--- src/rtl/pipeline_hazard_ctrl_if.sv ---
// rtl/pipeline_hazard_ctrl_if.sv - Pipeline-side bundle for the hazard/stall sequencer
//
// Purpose: groups the latch status inputs and the load/flush/redirect controls of
//          pipeline_hazard_ctrl into one interface.
// Modports:
//   master : pipeline side; drives latch status, branch resolution, stall and trap requests
//   slave  : sequencer side; drives the load enables, bubble/flush, PC select, ack, state, counter
// Signals:
//   DE_V, DE_IR[31:0], EXE_V, EXE_IR[31:0]   DE / EXE latch contents
//   EXE_BR_V, EXE_BR_TAKEN                   branch/JALR resolution from EXE
//   V_MEM_STALL, TRAP_REQ, CNT_CLR           front-end freeze, trap request, counter clear
//   LD_PC, LD_DE, DE_BUBBLE, FLUSH_DE        load enables and squash controls
//   PC_SEL[1:0], TRAP_ACK, CTRL_STATE[1:0]   next-PC select, trap accept pulse, sequencer state
//   STALL_CNT[CNT_W-1:0]                     saturating stall-cycle count
interface pipeline_hazard_ctrl_if #(
    parameter int CNT_W = 32
);
    logic             DE_V;
    logic [31:0]      DE_IR;
    logic             EXE_V;
    logic [31:0]      EXE_IR;
    logic             EXE_BR_V;
    logic             EXE_BR_TAKEN;
    logic             V_MEM_STALL;
    logic             TRAP_REQ;
    logic             CNT_CLR;
    logic             LD_PC;
    logic             LD_DE;
    logic             DE_BUBBLE;
    logic             FLUSH_DE;
    logic [1:0]       PC_SEL;
    logic             TRAP_ACK;
    logic [1:0]       CTRL_STATE;
    logic [CNT_W-1:0] STALL_CNT;

    modport master (
        output DE_V, DE_IR, EXE_V, EXE_IR, EXE_BR_V, EXE_BR_TAKEN,
               V_MEM_STALL, TRAP_REQ, CNT_CLR,
        input  LD_PC, LD_DE, DE_BUBBLE, FLUSH_DE, PC_SEL, TRAP_ACK,
               CTRL_STATE, STALL_CNT
    );

    modport slave (
        input  DE_V, DE_IR, EXE_V, EXE_IR, EXE_BR_V, EXE_BR_TAKEN,
               V_MEM_STALL, TRAP_REQ, CNT_CLR,
        output LD_PC, LD_DE, DE_BUBBLE, FLUSH_DE, PC_SEL, TRAP_ACK,
               CTRL_STATE, STALL_CNT
    );
endinterface

--- src/rtl/pipeline_hazard_ctrl.sv ---
// rtl/pipeline_hazard_ctrl.sv - Stall/flush sequencer for the fetch/decode/execute front end
//
// Purpose: detects load-use hazards, holds fetch while EXE resolves branches/JALR, drains
//          the pipe on traps and counts stall cycles (saturating).
// Parameters:
//   TRAP_DRAIN : drain cycles after the trap-accept cycle (>=1)
//   CNT_W      : width of STALL_CNT (must match the interface CNT_W)
// Ports:
//   CLK        : clock, all state updates on posedge
//   RESET_N    : asynchronous active-low reset
//   bus        : pipeline_hazard_ctrl_if.slave, latch status in, pipeline controls out
module pipeline_hazard_ctrl #(
    parameter int TRAP_DRAIN = 2,
    parameter int CNT_W      = 32
) (
    input  logic                    CLK,
    input  logic                    RESET_N,
    pipeline_hazard_ctrl_if.slave   bus
);

    typedef enum logic [1:0] {
        S_RUN        = 2'b00,
        S_BR_WAIT    = 2'b01,
        S_TRAP_DRAIN = 2'b10
    } state_t;

    localparam int DW = (TRAP_DRAIN < 2) ? 1 : $clog2(TRAP_DRAIN + 1);
    localparam logic [DW-1:0] DRAIN_INIT = DW'(TRAP_DRAIN);

    localparam logic [6:0] OP_BRANCH = 7'b1100011;
    localparam logic [6:0] OP_JALR   = 7'b1100111;
    localparam logic [6:0] OP_LUI    = 7'b0110111;
    localparam logic [6:0] OP_AUIPC  = 7'b0010111;
    localparam logic [6:0] OP_JAL    = 7'b1101111;
    localparam logic [6:0] OP_OP     = 7'b0110011;
    localparam logic [6:0] OP_OP32   = 7'b0111011;
    localparam logic [6:0] OP_STORE  = 7'b0100011;
    localparam logic [6:0] OP_LOAD   = 7'b0000011;

    state_t           state_q, state_d;
    logic [DW-1:0]    drain_q, drain_d;
    logic [CNT_W-1:0] cnt_q, cnt_d;

    logic       ld_pc, ld_de, de_bubble, flush_de, trap_ack;
    logic [1:0] pc_sel;

    // ---------------------------------------------------------------- decode
    logic [6:0] de_op, exe_op;
    logic [4:0] de_rs1, de_rs2, exe_rd;
    logic       br_de, uses_rs1, uses_rs2, ld_use;
    logic       unused_ir_bits;

    assign de_op  = bus.DE_IR[6:0];
    assign de_rs1 = bus.DE_IR[19:15];
    assign de_rs2 = bus.DE_IR[24:20];
    assign exe_op = bus.EXE_IR[6:0];
    assign exe_rd = bus.EXE_IR[11:7];

    assign unused_ir_bits = &{1'b0, bus.DE_IR[31:25], bus.DE_IR[14:7], bus.EXE_IR[31:12]};

    assign br_de    = bus.DE_V && ((de_op == OP_BRANCH) || (de_op == OP_JALR));
    assign uses_rs1 = !((de_op == OP_LUI) || (de_op == OP_AUIPC) || (de_op == OP_JAL));
    assign uses_rs2 = (de_op == OP_OP) || (de_op == OP_OP32) ||
                      (de_op == OP_STORE) || (de_op == OP_BRANCH);

    // A load in EXE whose destination feeds the DE instruction; x0 never creates a dependency.
    assign ld_use = bus.DE_V && bus.EXE_V && (exe_op == OP_LOAD) && (exe_rd != 5'd0) &&
                    (((exe_rd == de_rs1) && uses_rs1) || ((exe_rd == de_rs2) && uses_rs2));

    // ------------------------------------------------------ control outputs
    always_comb begin
        ld_pc     = 1'b0;
        ld_de     = 1'b0;
        de_bubble = 1'b0;
        flush_de  = 1'b0;
        pc_sel    = 2'b00;
        trap_ack  = 1'b0;
        state_d   = state_q;
        drain_d   = drain_q;

        if (!RESET_N) begin
            // Outputs must reach safe values while reset is held, without waiting for a clock.
            flush_de = 1'b1;
            state_d  = S_RUN;
            drain_d  = '0;
        end else if (bus.V_MEM_STALL) begin
            // Whole front end frozen: everything idle, state and drain count hold.
        end else if (bus.TRAP_REQ) begin
            ld_pc     = 1'b1;
            pc_sel    = 2'b10;
            flush_de  = 1'b1;
            de_bubble = 1'b1;
            trap_ack  = 1'b1;
            state_d   = S_TRAP_DRAIN;
            drain_d   = DRAIN_INIT;
        end else begin
            unique case (state_q)
                S_RUN: begin
                    if (ld_use) begin
                        // One bubble is enough: the load leaves EXE and the match disappears.
                        de_bubble = 1'b1;
                    end else if (br_de) begin
                        // Move the branch into EXE and empty DE until it resolves.
                        ld_de    = 1'b1;
                        flush_de = 1'b1;
                        state_d  = S_BR_WAIT;
                    end else begin
                        ld_pc = 1'b1;
                        ld_de = 1'b1;
                    end
                end
                S_BR_WAIT: begin
                    flush_de = 1'b1;
                    if (bus.EXE_BR_V) begin
                        ld_pc   = 1'b1;
                        pc_sel  = bus.EXE_BR_TAKEN ? 2'b01 : 2'b00;
                        state_d = S_RUN;
                    end
                end
                S_TRAP_DRAIN: begin
                    flush_de  = 1'b1;
                    de_bubble = 1'b1;
                    drain_d   = drain_q - DW'(1);
                    if (drain_q <= DW'(1)) begin
                        drain_d = '0;
                        state_d = S_RUN;
                    end
                end
                default: begin
                    state_d = S_RUN;
                    drain_d = '0;
                end
            endcase
        end
    end

    // --------------------------------------------------------- stall counter
    logic stall_inc;

    assign stall_inc = !ld_de || de_bubble || (state_q != S_RUN);

    always_comb begin
        cnt_d = cnt_q;
        if (bus.CNT_CLR) begin
            cnt_d = '0;
        end else if (stall_inc && !(&cnt_q)) begin
            cnt_d = cnt_q + 1'b1;
        end
    end

    // --------------------------------------------------------------- state
    always_ff @(posedge CLK or negedge RESET_N) begin
        if (!RESET_N) begin
            state_q <= S_RUN;
            drain_q <= '0;
            cnt_q   <= '0;
        end else begin
            state_q <= state_d;
            drain_q <= drain_d;
            cnt_q   <= cnt_d;
        end
    end

    // --------------------------------------------------------------- outputs
    assign bus.LD_PC      = ld_pc;
    assign bus.LD_DE      = ld_de;
    assign bus.DE_BUBBLE  = de_bubble;
    assign bus.FLUSH_DE   = flush_de;
    assign bus.PC_SEL     = pc_sel;
    assign bus.TRAP_ACK   = trap_ack;
    assign bus.CTRL_STATE = state_q;
    assign bus.STALL_CNT  = cnt_q;

endmodule
--- src/flat_wrapper.sv ---
// flat-port wrapper written by rule: the top's interface ports become plain ports
module pipeline_hazard_ctrl_flat 
#(
    parameter int TRAP_DRAIN = 2,
    parameter int CNT_W      = 32
)
  (CLK, RESET_N, bus_DE_V, bus_DE_IR, bus_EXE_V, bus_EXE_IR, bus_EXE_BR_V, bus_EXE_BR_TAKEN, bus_V_MEM_STALL, bus_TRAP_REQ, bus_CNT_CLR, bus_LD_PC, bus_LD_DE, bus_DE_BUBBLE, bus_FLUSH_DE, bus_PC_SEL, bus_TRAP_ACK, bus_CTRL_STATE, bus_STALL_CNT);
  pipeline_hazard_ctrl_if #(.CNT_W(CNT_W)) bus_i ();
  input  logic CLK;
  input  logic RESET_N;
  input wire logic [$bits(bus_i.DE_V)-1:0] bus_DE_V;
  input wire logic [$bits(bus_i.DE_IR)-1:0] bus_DE_IR;
  input wire logic [$bits(bus_i.EXE_V)-1:0] bus_EXE_V;
  input wire logic [$bits(bus_i.EXE_IR)-1:0] bus_EXE_IR;
  input wire logic [$bits(bus_i.EXE_BR_V)-1:0] bus_EXE_BR_V;
  input wire logic [$bits(bus_i.EXE_BR_TAKEN)-1:0] bus_EXE_BR_TAKEN;
  input wire logic [$bits(bus_i.V_MEM_STALL)-1:0] bus_V_MEM_STALL;
  input wire logic [$bits(bus_i.TRAP_REQ)-1:0] bus_TRAP_REQ;
  input wire logic [$bits(bus_i.CNT_CLR)-1:0] bus_CNT_CLR;
  output wire logic [$bits(bus_i.LD_PC)-1:0] bus_LD_PC;
  output wire logic [$bits(bus_i.LD_DE)-1:0] bus_LD_DE;
  output wire logic [$bits(bus_i.DE_BUBBLE)-1:0] bus_DE_BUBBLE;
  output wire logic [$bits(bus_i.FLUSH_DE)-1:0] bus_FLUSH_DE;
  output wire logic [$bits(bus_i.PC_SEL)-1:0] bus_PC_SEL;
  output wire logic [$bits(bus_i.TRAP_ACK)-1:0] bus_TRAP_ACK;
  output wire logic [$bits(bus_i.CTRL_STATE)-1:0] bus_CTRL_STATE;
  output wire logic [$bits(bus_i.STALL_CNT)-1:0] bus_STALL_CNT;
  assign bus_i.DE_V = bus_DE_V;
  assign bus_i.DE_IR = bus_DE_IR;
  assign bus_i.EXE_V = bus_EXE_V;
  assign bus_i.EXE_IR = bus_EXE_IR;
  assign bus_i.EXE_BR_V = bus_EXE_BR_V;
  assign bus_i.EXE_BR_TAKEN = bus_EXE_BR_TAKEN;
  assign bus_i.V_MEM_STALL = bus_V_MEM_STALL;
  assign bus_i.TRAP_REQ = bus_TRAP_REQ;
  assign bus_i.CNT_CLR = bus_CNT_CLR;
  assign bus_LD_PC = bus_i.LD_PC;
  assign bus_LD_DE = bus_i.LD_DE;
  assign bus_DE_BUBBLE = bus_i.DE_BUBBLE;
  assign bus_FLUSH_DE = bus_i.FLUSH_DE;
  assign bus_PC_SEL = bus_i.PC_SEL;
  assign bus_TRAP_ACK = bus_i.TRAP_ACK;
  assign bus_CTRL_STATE = bus_i.CTRL_STATE;
  assign bus_STALL_CNT = bus_i.STALL_CNT;
  pipeline_hazard_ctrl #(.TRAP_DRAIN(TRAP_DRAIN), .CNT_W(CNT_W)) u_core (.CLK(CLK), .RESET_N(RESET_N), .bus(bus_i));
endmodule
--- config.mk ---
export PLATFORM = sky130hd
export DESIGN_NAME = pipeline_hazard_ctrl_flat
export DESIGN_NICKNAME = d
export VERILOG_FILES = /design/src/rtl/pipeline_hazard_ctrl_if.sv /design/src/rtl/pipeline_hazard_ctrl.sv /design/src/flat_wrapper.sv
export SDC_FILE = /design/constraint.sdc
export NUM_CORES = 1
export LEC_CHECK = 0
export ABC_AREA = 1
export ABC_CLOCK_PERIOD_IN_PS = 2200
export CORE_ASPECT_RATIO = 1.75
export CORE_MARGIN = 1.5
export CORE_UTILIZATION = 45
export CTS_BUF_LIST = sky130_fd_sc_hd__clkbuf_8
export CTS_CLUSTER_DIAMETER = 50
export DETAILED_ROUTE_END_ITERATION = 12
export DONT_BUFFER_PORTS = 1
export GPL_TIMING_DRIVEN = 0
export SLEW_MARGIN = 10
export SYNTH_ARGS = -nofsm -noshare
export SYNTH_HDL_FRONTEND = slang
export SYNTH_SLANG_ARGS = --single-unit
--- constraint.sdc ---
create_clock -name CLK -period 2.2 [get_ports CLK]
set_input_delay 0.11 -clock CLK [delete_from_list [all_inputs] [get_ports CLK]]
set_output_delay 0.11 -clock CLK [all_outputs]
set_load 0.02 [all_outputs]
== Word level (Yosys, flattened, before mapping) ==
Index checks and enable logic that the tools add are counted.

* Output and inout port bits: 41
* Memories kept: 0
* Bits in read-only memories: 0
* Bits in writable memories: 0
* Latch bits: 0
* Bits of input ports: 73
* Logic and storage cells: 101
* Bits in registers: 36

* Shift operators: 0
* Equal/unequal tests: 19
* Order comparisons: 1
* Bitwise gates (word level): 0
* Mux-type cells: 47
* Divide/modulo/power cells: 0
* Add/subtract/negate cells: 2
* $mul: 0
* Reduce and logical (&&, ||, !) cells: 29

{| class="wikitable"
|+ Operators with widths
! cell !! count
|-
| $mux W32 || 2
|-
| $add A32 B1 Y32 const B || 1
|-
| $mux W2 || 16
|-
| $reduce_and A32 Y1 || 1
|-
| $eq A7 B6 Y1 const B || 4
|-
| $mux W1 || 24
|-
| $eq A7 B7 Y1 const B || 3
|-
| $eq A5 B5 Y1 || 2
|-
| $logic_or A1 B1 Y1 || 9
|-
| $logic_and A1 B1 Y1 || 8
|-
| $ne A4 B3 Y1 const B || 2
|-
| $ne A4 B4 Y1 const B || 2
|-
| $eq A7 B2 Y1 const B || 1
|-
| $eq A7 B5 Y1 const B || 1
|-
| $pmux W1 S2 || 3
|-
| $pmux W2 S3 || 1
|-
| $reduce_and A5 Y1 || 1
|-
| $reduce_bool A5 Y1 || 1
|-
| $pmux W2 S2 || 1
|-
| $reduce_bool A2 Y1 || 2
|-
| $reduce_or A2 Y1 || 2
|-
| $logic_not A1 Y1 || 3
|-
| $ne A3 B2 Y1 const B || 1
|-
| $eq A2 B1 Y1 const B || 1
|-
| other kinds (6) || 6
|}

== Longest topological paths before layout ==
* Depth after elaboration: 18
* Mapped depth: 14
* Mapped depth without buffers: 14

== Worst setup path after synthesis ==
Ideal clock, no wire load.

* Path type: flip-flop to flip-flop
* From: register u_core.cnt_q[0], in the netlist u_core.bus.STALL_CNT[0]
* To: register u_core.cnt_q[23], in the netlist u_core.bus.STALL_CNT[23]
* Setup slack: 0.457 ns
* Clock period less this slack: 1.743 ns
* Stages on the path, launching flop included: 10
* Required time: 2.081 ns
* Path buffers: 1
* Data arrival time: 1.624 ns
* Library setup time: 0.119 ns
* Path through: dfrtp_1 > ha_1 > inv_2 > nor3_4 > nand2_2 > nor2_4 > nand2_4 > buf_2 > nand4_1 > nand2_1

* Longest elaborated chain between the ends: 4
* Elaborated cells on any way between the ends: 7
* Those cells by class: add/sub (1); mux (2); reduce/logical (4)

{| class="wikitable"
|+ RTL lines
! element !! line !! source
|-
| start: declaration || pipeline_hazard_ctrl.sv:42 || <nowiki>logic [CNT_W-1:0] cnt_q, cnt_d;</nowiki>
|-
| start signal: assignment || pipeline_hazard_ctrl.sv:160 || <nowiki>cnt_q <= cnt_d;</nowiki>
|-
| parallel branches: the longest is 4 deep, another holds $add A32 B1 Y32 || -- ||
|}

Several ways; the timed one is not identified. The select of a mux whose other input is x is not followed.
A chain may end at the register's enable or synchronous reset.

== Worst setup path after layout ==
* From: register u_core.cnt_q[11], in the netlist u_core.bus.STALL_CNT[11]
* To: register u_core.cnt_q[29], in the netlist u_core.bus.STALL_CNT[29]

Same word-level chain as after synthesis.

==> parameters.txt <==
Parameter                              Value

Status
  Outcome    complete, no violations

Floorplan
  Number of cell rows    39
  Die ar.    around 7400 sq um
  Ports    roughly 110
  Starting Density    between 40 and 50%
  Width of the chip    about 66 microns
  Core footprint    approximately 6600 sq um
  Y dimension of the die    about 110 microns

Pwr
  Clock share of power    between 30% and 40%
  Worst VDD drop    around 0.28 mV
  Power per unit of standard cell area    447 nW/um^2
  Sw Pwr    423 uW
  Internal power    1070 uW
  Switching part of the total power    28.4%
  Part of the total power dissipated in combinational logic    between 10% and 20%
  Power share of the sequential group    between 40 and 50%
  Static Leak    ~0.0018 uW

STA
  Final critical-path share of the clock period    roughly 91%
  Worst Tran Pin Value    between 0.6 and 0.7 ns
  Final number of max-transition violations    0
  Post-Route Setup TNS    0 ns
  Worst max-slew margin expressed relative to the limit    58.2%
  Tmin final    approximately 2 ns
  Final critical-path setup slack    0.206 ns
  Maximum clock frequency    roughly 500 MHz
  RSZ-0062 raised after global routing    false
  Final hold vios    0
  Clock Skews    about 0.0071 ns
  Final setup viols    0

Synth
  Register area share after synthesis    roughly 30%
  Synthesized flop and latch total    36
  Net count after synthesis    550
  Post-Synthesis Mean Instance Area    6.55 sq um
  Post-Syn Instances    between 400 and 500
  Yosys Warn Count    0
  Synth unique cells    34
  Xor and xnor area share after synthesis    under 10%
  Predominant post-synthesis flop cell    dfrtp_1
  Post-synthesis adder-cell area fraction    under 10%
  Number of enable-type register cells in the synthesized netlist    0
  Async set-or-reset flop fraction in the synthesized netlist    100%
  Post-synthesis mux area share    0%
  Simple-gate share of the synthesized area    ~45%
  Largest family of logic cells by synthesized area    simple AND/OR/NAND/NOR gates
  Syn Std Cell Area    about 3100 sq um
  Post-synthesis compound-gate area fraction    under 10%

Detailed routing
  1st-pass router iterations    5
  Highest metal layer used by the detailed router    met4
  Avg WL per Cell    15.2 microns
  Via total after detailed routing    3006
  Iter 0 DRT Violations    about 150
  Final routed wirelength across all metal layers    around 8600 microns
  Met1 layer wirelength in the final routing    slightly above 3000 microns
  Post-route antenna net violation count    0
  Via density per instance    approximately 5.3
  Post-route DRC violation count    0
  Routed length on met2    roughly 4800 microns
  Met3 Routed Length    about 400 microns

CTS
  Worst skew pair latency    ~0.31 ns
  CTS tree    built
  TritonCTS sink count    36
  Total number of H-tree levels    2
  Deepest clock path buffer count    2
  CTS buffer count    5
  Number of buffers added for setup after CTS    0
  Clock Root Buffer    clkbuf_8
  Register clock-pin slew on the reported worst setup and hold paths    approximately 0.08 ns

Place
  Post-place setup slack    0.116 ns
  Hpwl dp    6780 microns
  Port Buffers    0
  RD Place Congestion    0.988

Layout
  Layout cells sized above 1    under 10%
  Most common cell after layout, fill and taps aside    nand2_1
  Number of nets in the final layout    about 560
  Number of antenna cells inserted    0
  Most frequent cells in the layout    nand2_1, inv_1, nand3_1
  Growth of design area from synthesis to finish    7.98%

Setup path
  Startpoint class of the critical path    flip-flop
  Top fanout value on the critical path    4
  Number of gates on the worst path with buffers counted    9
  Cell count of the worst reg-to-reg path    9
  Critical Path Sink    u_core.bus.STALL_CNT[29]
  Endpoint kind of the worst setup timing path    flip-flop
  Biggest cell delay along the critical path    0.51 ns
  Cell family contributing the most delay on the critical path    simple AND/OR/NAND/NOR gates
  Startpoint of the worst register-to-register path    u_core.bus.STALL_CNT[11]
  Reg2Reg Capture Point    u_core.bus.STALL_CNT[29]
  Slowest CP cell    dfrtp_1
  Critical path start-end classification    flip-flop to flip-flop
  Critical path, cell by cell    inv_1, nor3_1, nand2_1, nor2_1, nand3b_1, xor2_1, inv_1, nand4_1, nand2_1
  WP buf/inv    2
  Data arrival time of the critical path    between 2 and 2.5 ns
  Register-to-Register Setup Slack    about 0.21 ns
  Critical Path Start    u_core.bus.STALL_CNT[11]
  Required @ worst endpoint    roughly 2.5 ns

Flow run
  Max-cap viol count    0

Min path
  Worst hold path type    input port to flip-flop

Global route
  Number of global-route vias before repair    a little over 3000
  Global route total overflow    0
  Initial antenna violation count    0
  Global-route total usage across every layer    between 20 and 25%
  Maximum number of pins on one net before global-route repair    38
  Wire length of the first global-routing pass    around 14000 microns
-- cells in the mapped netlist, types with 2 or more instances --
cell,instances,share of area [%]
nand4_1,36,7.3
clkbuf_1,3,0.36
nand2_4,2,0.73
inv_2,12,1.5
buf_2,6,0.97
inv_1,70,8.5
nor3b_1,3,0.73
o21ai_0,5,0.81
nand2_2,2,0.40
nor3_1,17,2.8
xor2_1,17,4.8
buf_1,3,0.36
nor3_2,5,1.6
xnor2_1,10,2.8
nor2_1,36,4.4
nand3_1,51,8.3
a21oi_1,6,0.97
ha_1,5,2.0
buf_6,3,1.1
nand2_1,131,16
dfrtp_1,36,29
-- kinds of logic after synthesis --
logic type | count (synthesis)
AOI/OAI and AO/OA | 15
xor gates and xnor gates | 27
adders and majority gates | 5
buffers and inverters | 99
DFF | 36
and+or+nand+nor | 290
-- registers in the layout, summed over array words and instances (netlist names) --
name,count
u_core.bus.STALL_CNT,32
u_core.bus.CTRL_STATE,2
u_core.drain_q,2
-- routing by layer --
layer,vias up,global-route usage (%)
li1,1522,-
met1,1378,24.7
met2,90,47.5
met3,16,4.61
met4,0,12.1
met5,-,0
-- worst min-delay path by stage --
stage | startpoint | to | slack (ns) | depth (start not counted)
2_1_floorplan | RESET_N | u_core.bus.CTRL_STATE[0] | -0.19 | 0
3_3_place_gp | RESET_N | u_core.bus.STALL_CNT[13] | -0.18 | 0
3_5_place_dp | RESET_N | u_core.bus.STALL_CNT[13] | -0.18 | 0
4_1_cts | bus_TRAP_REQ | u_core.drain_q[0] | 0.01 | 3
5_1_grt | bus_TRAP_REQ | u_core.drain_q[0] | 0.04 | 3
6_report | bus_TRAP_REQ | u_core.drain_q[0] | 0.02 | 3
-- tightest hold or removal path: cells and delay by family --
family / cells / cell delay (ns)
simple gates: 2 / 0.10
compound gates: 1 / 0.08
-- timing repair --
item | in CTS | in global routing
hold endpoints to repair | 37 | 0
hold buffers | 2 | 0
endpoints found under the setup margin | 0 | 28
resized for setup | 0 | 3
-- stage by stage --
stage / power (uW) / hold slack [ns] / instance area [sq um] / util, % / std cells
final: 1490 / 0.0216 / 3340 / 50.7 / 564
after global routing: 1560 / 0.0435 / 3340 / 50.7 / 564
after CTS: 1510 / 0.0122 / 3330 / 50.6 / 564
after detailed placement: 896 / -0.185 / 3190 / 48.5 / 554
after global placement: 892 / -0.185 / 3190 / 48.5 / 554
after floorplan: 855 / -0.186 / 3090 / - / 472
-- final cells by class --
| cell class | count | area [sq um] |
|---|---|---|
| Buffer | 16 | 93.8 |
| Clock buffer | 5 | 68.8 |
| Clock inverter | 3 | 38.8 |
| Fill cell | 719 | 3250 |
| Inverter | 83 | 312 |
| Multi-Input combinational cell | 337 | 1790 |
| Sequential cell | 36 | 903 |
| Tap cell | 82 | 103 |
| Timing Repair Buffer | 2 | 30.0 |
-- power by group through the flow --
stage / combinational, uW / clock (uW) / sequential (uW)
final: 196 / 591 / 704
after global routing: 226 / 631 / 708
after CTS: 199 / 604 / 704
after detailed placement: 179 / 0 / 717
after global placement: 175 / 0 / 717
after floorplan: 145 / 0 / 711
Power figures use the tool's default switching activity.
